[config.mk]
export PLATFORM = sky130hd
export DESIGN_NAME = apb_reg_slave
export DESIGN_NICKNAME = d
export VERILOG_FILES = /design/src/rtl/apb_reg_slave.sv
export SDC_FILE = /design/constraint.sdc
export NUM_CORES = 1
export LEC_CHECK = 0
export ABC_AREA = 1
export CAP_MARGIN = 20
export CORE_ASPECT_RATIO = 1.75
export CORE_MARGIN = 2
export CORE_UTILIZATION = 51
export CTS_BUF_LIST = sky130_fd_sc_hd__clkbuf_16
export DETAILED_ROUTE_END_ITERATION = 8
export PLACE_DENSITY = 0.88
export REMOVE_ABC_BUFFERS = 1
export SLEW_MARGIN = 20
export SYNTH_ARGS = -nofsm -noshare
export SYNTH_HDL_FRONTEND = slang
export SYNTH_SLANG_ARGS = --single-unit
[constraint.sdc]
create_clock -name pclk -period 2.3 [get_ports pclk]
set_input_delay 0.23 -clock pclk [delete_from_list [all_inputs] [get_ports pclk]]
set_output_delay 0.23 -clock pclk [all_outputs]
set_load 0.05 [all_outputs]
[src/rtl/apb_reg_slave.sv]
`default_nettype none
// ============================================================================
//  Module      : apb_reg_slave
//  Description : APB completer with six RW control registers (0x0-0x5),
//                a RO write counter (0x6), a RO ID register (0x7) and an
//                error response for unmapped addresses (0x8-0xF).
//                Optional wait states delay pready in the access phase.
//  Revision    : 1.0 - initial release
// ============================================================================
module apb_reg_slave #(
    parameter int         WAIT_STATES = 0,
    parameter logic [7:0] ID_VALUE    = 8'hA5
) (
    input  logic        pclk,
    input  logic        preset,
    input  logic        psel,
    input  logic        penable,
    input  logic        pwrite,
    input  logic [3:0]  paddr,
    input  logic [7:0]  pwdata,
    output logic [7:0]  prdata,
    output logic        pready,
    output logic        pslverr,
    output logic [47:0] reg_q
);

    localparam logic [3:0] c_wait = 4'(WAIT_STATES);

    typedef enum logic [0:0] {
        IDLE   = 1'b0,
        ACCESS = 1'b1
    } state_t;

    state_t      r_state;
    state_t      w_state_next;
    logic [3:0]  r_wait_cnt;
    logic [3:0]  r_addr;
    logic        r_write;
    logic [7:0]  r_wdata;
    logic [7:0]  r_prdata;
    logic [7:0]  r_wr_cnt;
    logic [7:0]  r_regs [6];
    logic [7:0]  w_rd_data;
    logic        w_setup;
    logic        w_pready;
    logic        w_complete;

    // A setup phase is only recognised from IDLE; psel+penable in IDLE is ignored
    assign w_setup    = (r_state == IDLE) && psel && !penable;
    assign w_pready   = (r_state == ACCESS) && (r_wait_cnt == c_wait);
    assign w_complete = w_pready && psel && penable;

    assign pready  = w_pready;
    assign pslverr = w_pready && r_addr[3];
    assign prdata  = r_prdata;

    // State register
    always_ff @(posedge pclk) begin
        if (preset) begin
            r_state <= IDLE;
        end else begin
            r_state <= w_state_next;
        end
    end

    // Next-state: setup enters ACCESS; completion or dropped psel returns to IDLE
    always_comb begin
        w_state_next = r_state;
        case (r_state)
            IDLE: begin
                if (w_setup) begin
                    w_state_next = ACCESS;
                end
            end
            ACCESS: begin
                if (!psel || w_complete) begin
                    w_state_next = IDLE;
                end
            end
            default: w_state_next = IDLE;
        endcase
    end

    // Read mux on the live address, sampled into prdata at the setup edge
    always_comb begin
        w_rd_data = 8'h00;
        case (paddr)
            4'h0, 4'h1, 4'h2,
            4'h3, 4'h4, 4'h5: w_rd_data = r_regs[paddr[2:0]];
            4'h6:             w_rd_data = r_wr_cnt;
            4'h7:             w_rd_data = ID_VALUE;
            default:          w_rd_data = 8'h00;
        endcase
    end

    // Capture transfer at setup, count wait cycles, commit writes on completion
    always_ff @(posedge pclk) begin
        if (preset) begin
            r_wait_cnt <= 4'd0;
            r_addr     <= 4'd0;
            r_write    <= 1'b0;
            r_wdata    <= 8'h00;
            r_prdata   <= 8'h00;
            r_wr_cnt   <= 8'h00;
            for (int i = 0; i < 6; i++) begin
                r_regs[i] <= 8'h00;
            end
        end else begin
            if (w_setup) begin
                r_addr     <= paddr;
                r_write    <= pwrite;
                r_wdata    <= pwdata;
                r_wait_cnt <= 4'd0;
                r_prdata   <= pwrite ? 8'h00 : w_rd_data;
            end else if ((r_state == ACCESS) && !w_pready) begin
                r_wait_cnt <= r_wait_cnt + 4'd1;
            end

            // Only the six RW registers accept data; RO and unmapped writes are dropped
            if (w_complete && r_write && (r_addr < 4'd6)) begin
                r_regs[r_addr[2:0]] <= r_wdata;
                r_wr_cnt            <= r_wr_cnt + 8'd1;
            end
        end
    end

    generate
        for (genvar g = 0; g < 6; g++) begin : g_reg_q
            assign reg_q[g*8 +: 8] = r_regs[g];
        end
    endgenerate

endmodule
`default_nettype wire

==> flow_summary.json <==
{
  "async_flop_share_pct": 0,
  "clk_latency_ps": 330,
  "hold_depth": 2,
  "hold_buffers": 0,
  "hold_violations": 0,
  "syn_area_um2": 3750,
  "critPathMaxStageDelay_ps": 340,
  "vias_per_cell": 5.59,
  "startpoint_type": "flop",
  "finalSetupViolCount": 0,
  "cts_tree": "yes",
  "die_area_um2": 8090,
  "rsz0062_at_grt": "false",
  "switching_share_pct": 24.0,
  "syn_to_final_growth_pct": 32.8,
  "powerDensity_nw_per_um2": 705,
  "r2r.worst_path.cells": 8,
  "cts_made_buffers": 9,
  "ios": 75,
  "cp_max_fo": 8,
  "seq_area_frac_synth_pct": 56.5,
  "p_comb_share_pct": 11.3,
  "die_x_um": 68.9,
  "seqPwrFrac_pct": 46.7,
  "grtUsageTotal_pct": 25.9,
  "worstSetupPathType": "flop to flop",
  "multi_input_area_um2": 1410,
  "grt_max_degree": 27,
  "cell_internal_pwr_mw": 2.67,
  "ant_nets": 0,
  "post_dp_cell_area_um2": 4670,
  "root_buffer": "clkbuf_16",
  "route.detailed.drc": 0,
  "grt_pass1_vias": 3240,
  "grt_pass1_wl_um": 15300,
  "synthCells": 414,
  "regToRegStartpoint": "r_wait_cnt[0]",
  "clockBufferDepth": 2,
  "design_area_um2": 4990,
  "reg2reg_slack_ps": 240,
  "fin_cells": 595,
  "pwr-share-clk_pct": 42.0,
  "fin_crit_sh_pct": 89.4,
  "clkSinkCount": 82,
  "final.min_clock_period_ps": 2060,
  "max-slew-margin-rel_pct": 60.7,
  "holdWs_ps": 450,
  "arrival_ps": 2040,
  "synth_ff_type": "edfxtp_1",
  "postCtsSetupRepairBufs": 0,
  "irDropWorstVdd_mv": 0.757,
  "crit_buf_inv": 1,
  "synth-edff-count": 48,
  "overflow": 0,
  "ys_seq_elements": 82,
  "regArea_um2": 2120,
  "clock_skew_ps": 5.07,
  "dp_hpwl_um": 7420,
  "max_cap_viol_count": 0,
  "place_congestion": 0.885,
  "nNetsFinal": 524,
  "path_clk_slew_ps": 60,
  "port_buffers": 74,
  "vias": 3325,
  "drt_wl_total_um": 9920,
  "wl_per_cell_um": 16.7,
  "worst_hold_path_type": "flop to flop",
  "initial_core_util_pct": 52.3,
  "r2r-end": "r_regs[0][3]",
  "cp_top_family": "simple AND/OR/NAND/NOR gates",
  "p_switching_uw": 844,
  "tns_ps": 0,
  "worstHoldEndpoint": "prdata[2]",
  "die_h_um": 118,
  "fmax_mhz": 486,
  "nFillCells": 514,
  "slew_violations": 0,
  "final_layout_size_suffix_gt1_share_pct": 12.6,
  "coreArea_um2": 7180,
  "syn_area_per_cell_um2": 9.07,
  "crit_required_ps": 2290,
  "fp-row-count": 41,
  "p_leak_nw": 2.08,
  "crit_path_top_delay_cell": "dfxtp_1",
  "drt-pass1-iter-count": 5,
  "dp_cells": 579,
  "worst_path_most_repeated_cell": "nand3_2",
  "drt_iter0_markers": 255,
  "antenna_found_initial": 0,
  "n_antenna_cell": 0,
  "crit_chain": "inv_1 -> ha_1 -> nand3_2 -> nor2_4 -> nand3_2 -> nor2_2 -> nand2_2 -> nand2_1",
  "crit_path_start": "r_wait_cnt[0]",
  "holdCritStartpoint": "prdata[2]",
  "status": "finished, final reports clean",
  "worst_pin_slew_ps": 585,
  "ys_warn_count": 0,
  "end_kind": "flop",
  "ys_types": 34,
  "p_total_mw": 3.52,
  "h-tree-depth": 3
}
-- how the worst max path moves through the flow --
stage / end / slack (ps) / cells after the start
finish: r_regs[0][3] / 240 / 8
global route: r_regs[0][3] / 150 / 8
CTS: pslverr / 20 / 5
detailed placement: r_regs[0][3] / 100 / 9
global placement: r_regs[0][1] / 170 / 9
floorplan: r_regs[4][0] / 30 / 8
-- repair_timing --
action / 4_1_cts / 5_1_grt
endpoints found under the setup margin: 0 / 2
endpoints found under the hold margin: 0 / 0
gates resized for setup: 0 / 2
-- worst register-to-register path: stages, from the launching register on --
cell	delay, ps
dfxtp_1	340
inv_1	90
ha_1	200
nand3_2	140
nor2_4	250
nand3_2	140
nor2_2	150
nand2_2	70
nand2_1	320
-- synth_stat cells, types with 2 or more instances --
library cell / n / area (um2)
inv_2: 2 / 7.51
nand2_1: 63 / 236
nand3_1: 16 / 80.1
a21oi_1: 20 / 100
o211ai_1: 9 / 67.6
buf_2: 5 / 25.0
nand2_4: 9 / 101
xnor2_1: 2 / 17.5
nand3_2: 4 / 40.0
clkbuf_1: 6 / 22.5
inv_1: 38 / 143
ha_1: 3 / 37.5
edfxtp_1: 48 / 1440
or2_2: 2 / 12.5
nor2_1: 85 / 319
nor2_4: 3 / 33.8
nor2_2: 3 / 18.8
dfxtp_1: 34 / 681
nand2_2: 4 / 25.0
o21ai_0: 44 / 220
-- through the flow --
stage	setup WS [ps]	util, %
after floorplan	32.9	-
after global placement	166	65.0
after detailed placement	102	65.0
after CTS	21.6	69.4
after global routing	154	69.4
final	243	69.4
-- cell usage in the layout, fill, tap and decap left out, drive strengths merged, types with 9 or more instances in the layout --
cell type / netlist / final
edfxtp: 48 / 48
clkbuf: 7 / 9
dfxtp: 34 / 34
nand2: 76 / 76
clkdlybuf4s50: 0 / 72
inv: 40 / 41
o211ai: 9 / 9
nand3: 20 / 20
o21ai: 45 / 45
a21oi: 21 / 21
buf: 6 / 18
nor2: 91 / 91
-- layout make-up --
class,count,area share (%)
flip-flops and latches,82,42.6
multi-input cells,278,28.3
repair buffers,92,17.7
clock buffers,9,4.52
inverters,41,3.09
well taps,86,2.16
clock inverters,7,1.71
-- flip-flops by register name, summed over array words and instances, names as in the netlist --
signal,count
r_write,1
r_addr,4
r_wr_cnt,8
r_regs,48
prdata,8
r_state,1
r_wdata,8
r_wait_cnt,4
-- cell families after synthesis --
group                    count (synthesis)  share of synthesized area (%)
adder cells (fa/ha/maj)                  3                           1.00
AO/OA/AOI/OAI                           77                           11.2
XOR/XNOR                                 3                          0.700
AND/OR/NAND/NOR                        195                           24.7
buffers and inverters                   54                           5.90
flip-flops                              82                           56.5
-- power by group through the flow --
| stage | Sequential (mW) | Clock [mW] | Combinational, mW |
|---|---|---|---|
| final | 1.64 | 1.48 | 0.398 |
| after global routing | 1.65 | 1.55 | 0.425 |
| after CTS | 1.64 | 1.49 | 0.398 |
| after detailed placement | 1.67 | 0 | 0.394 |
| after global placement | 1.67 | 0 | 0.388 |
| after floorplan | 1.77 | 0 | 0.120 |
-- per-layer routing --
metal	wire length, um	share of wire (%)	GRT usage [%]
met1	3390	34	27.4
met4	532	5.4	17.8
met3	597	6.0	5.07
met5	0	0	0
met2	5390	54	43.6
Note: power is estimated with default switching activity, not from simulation.
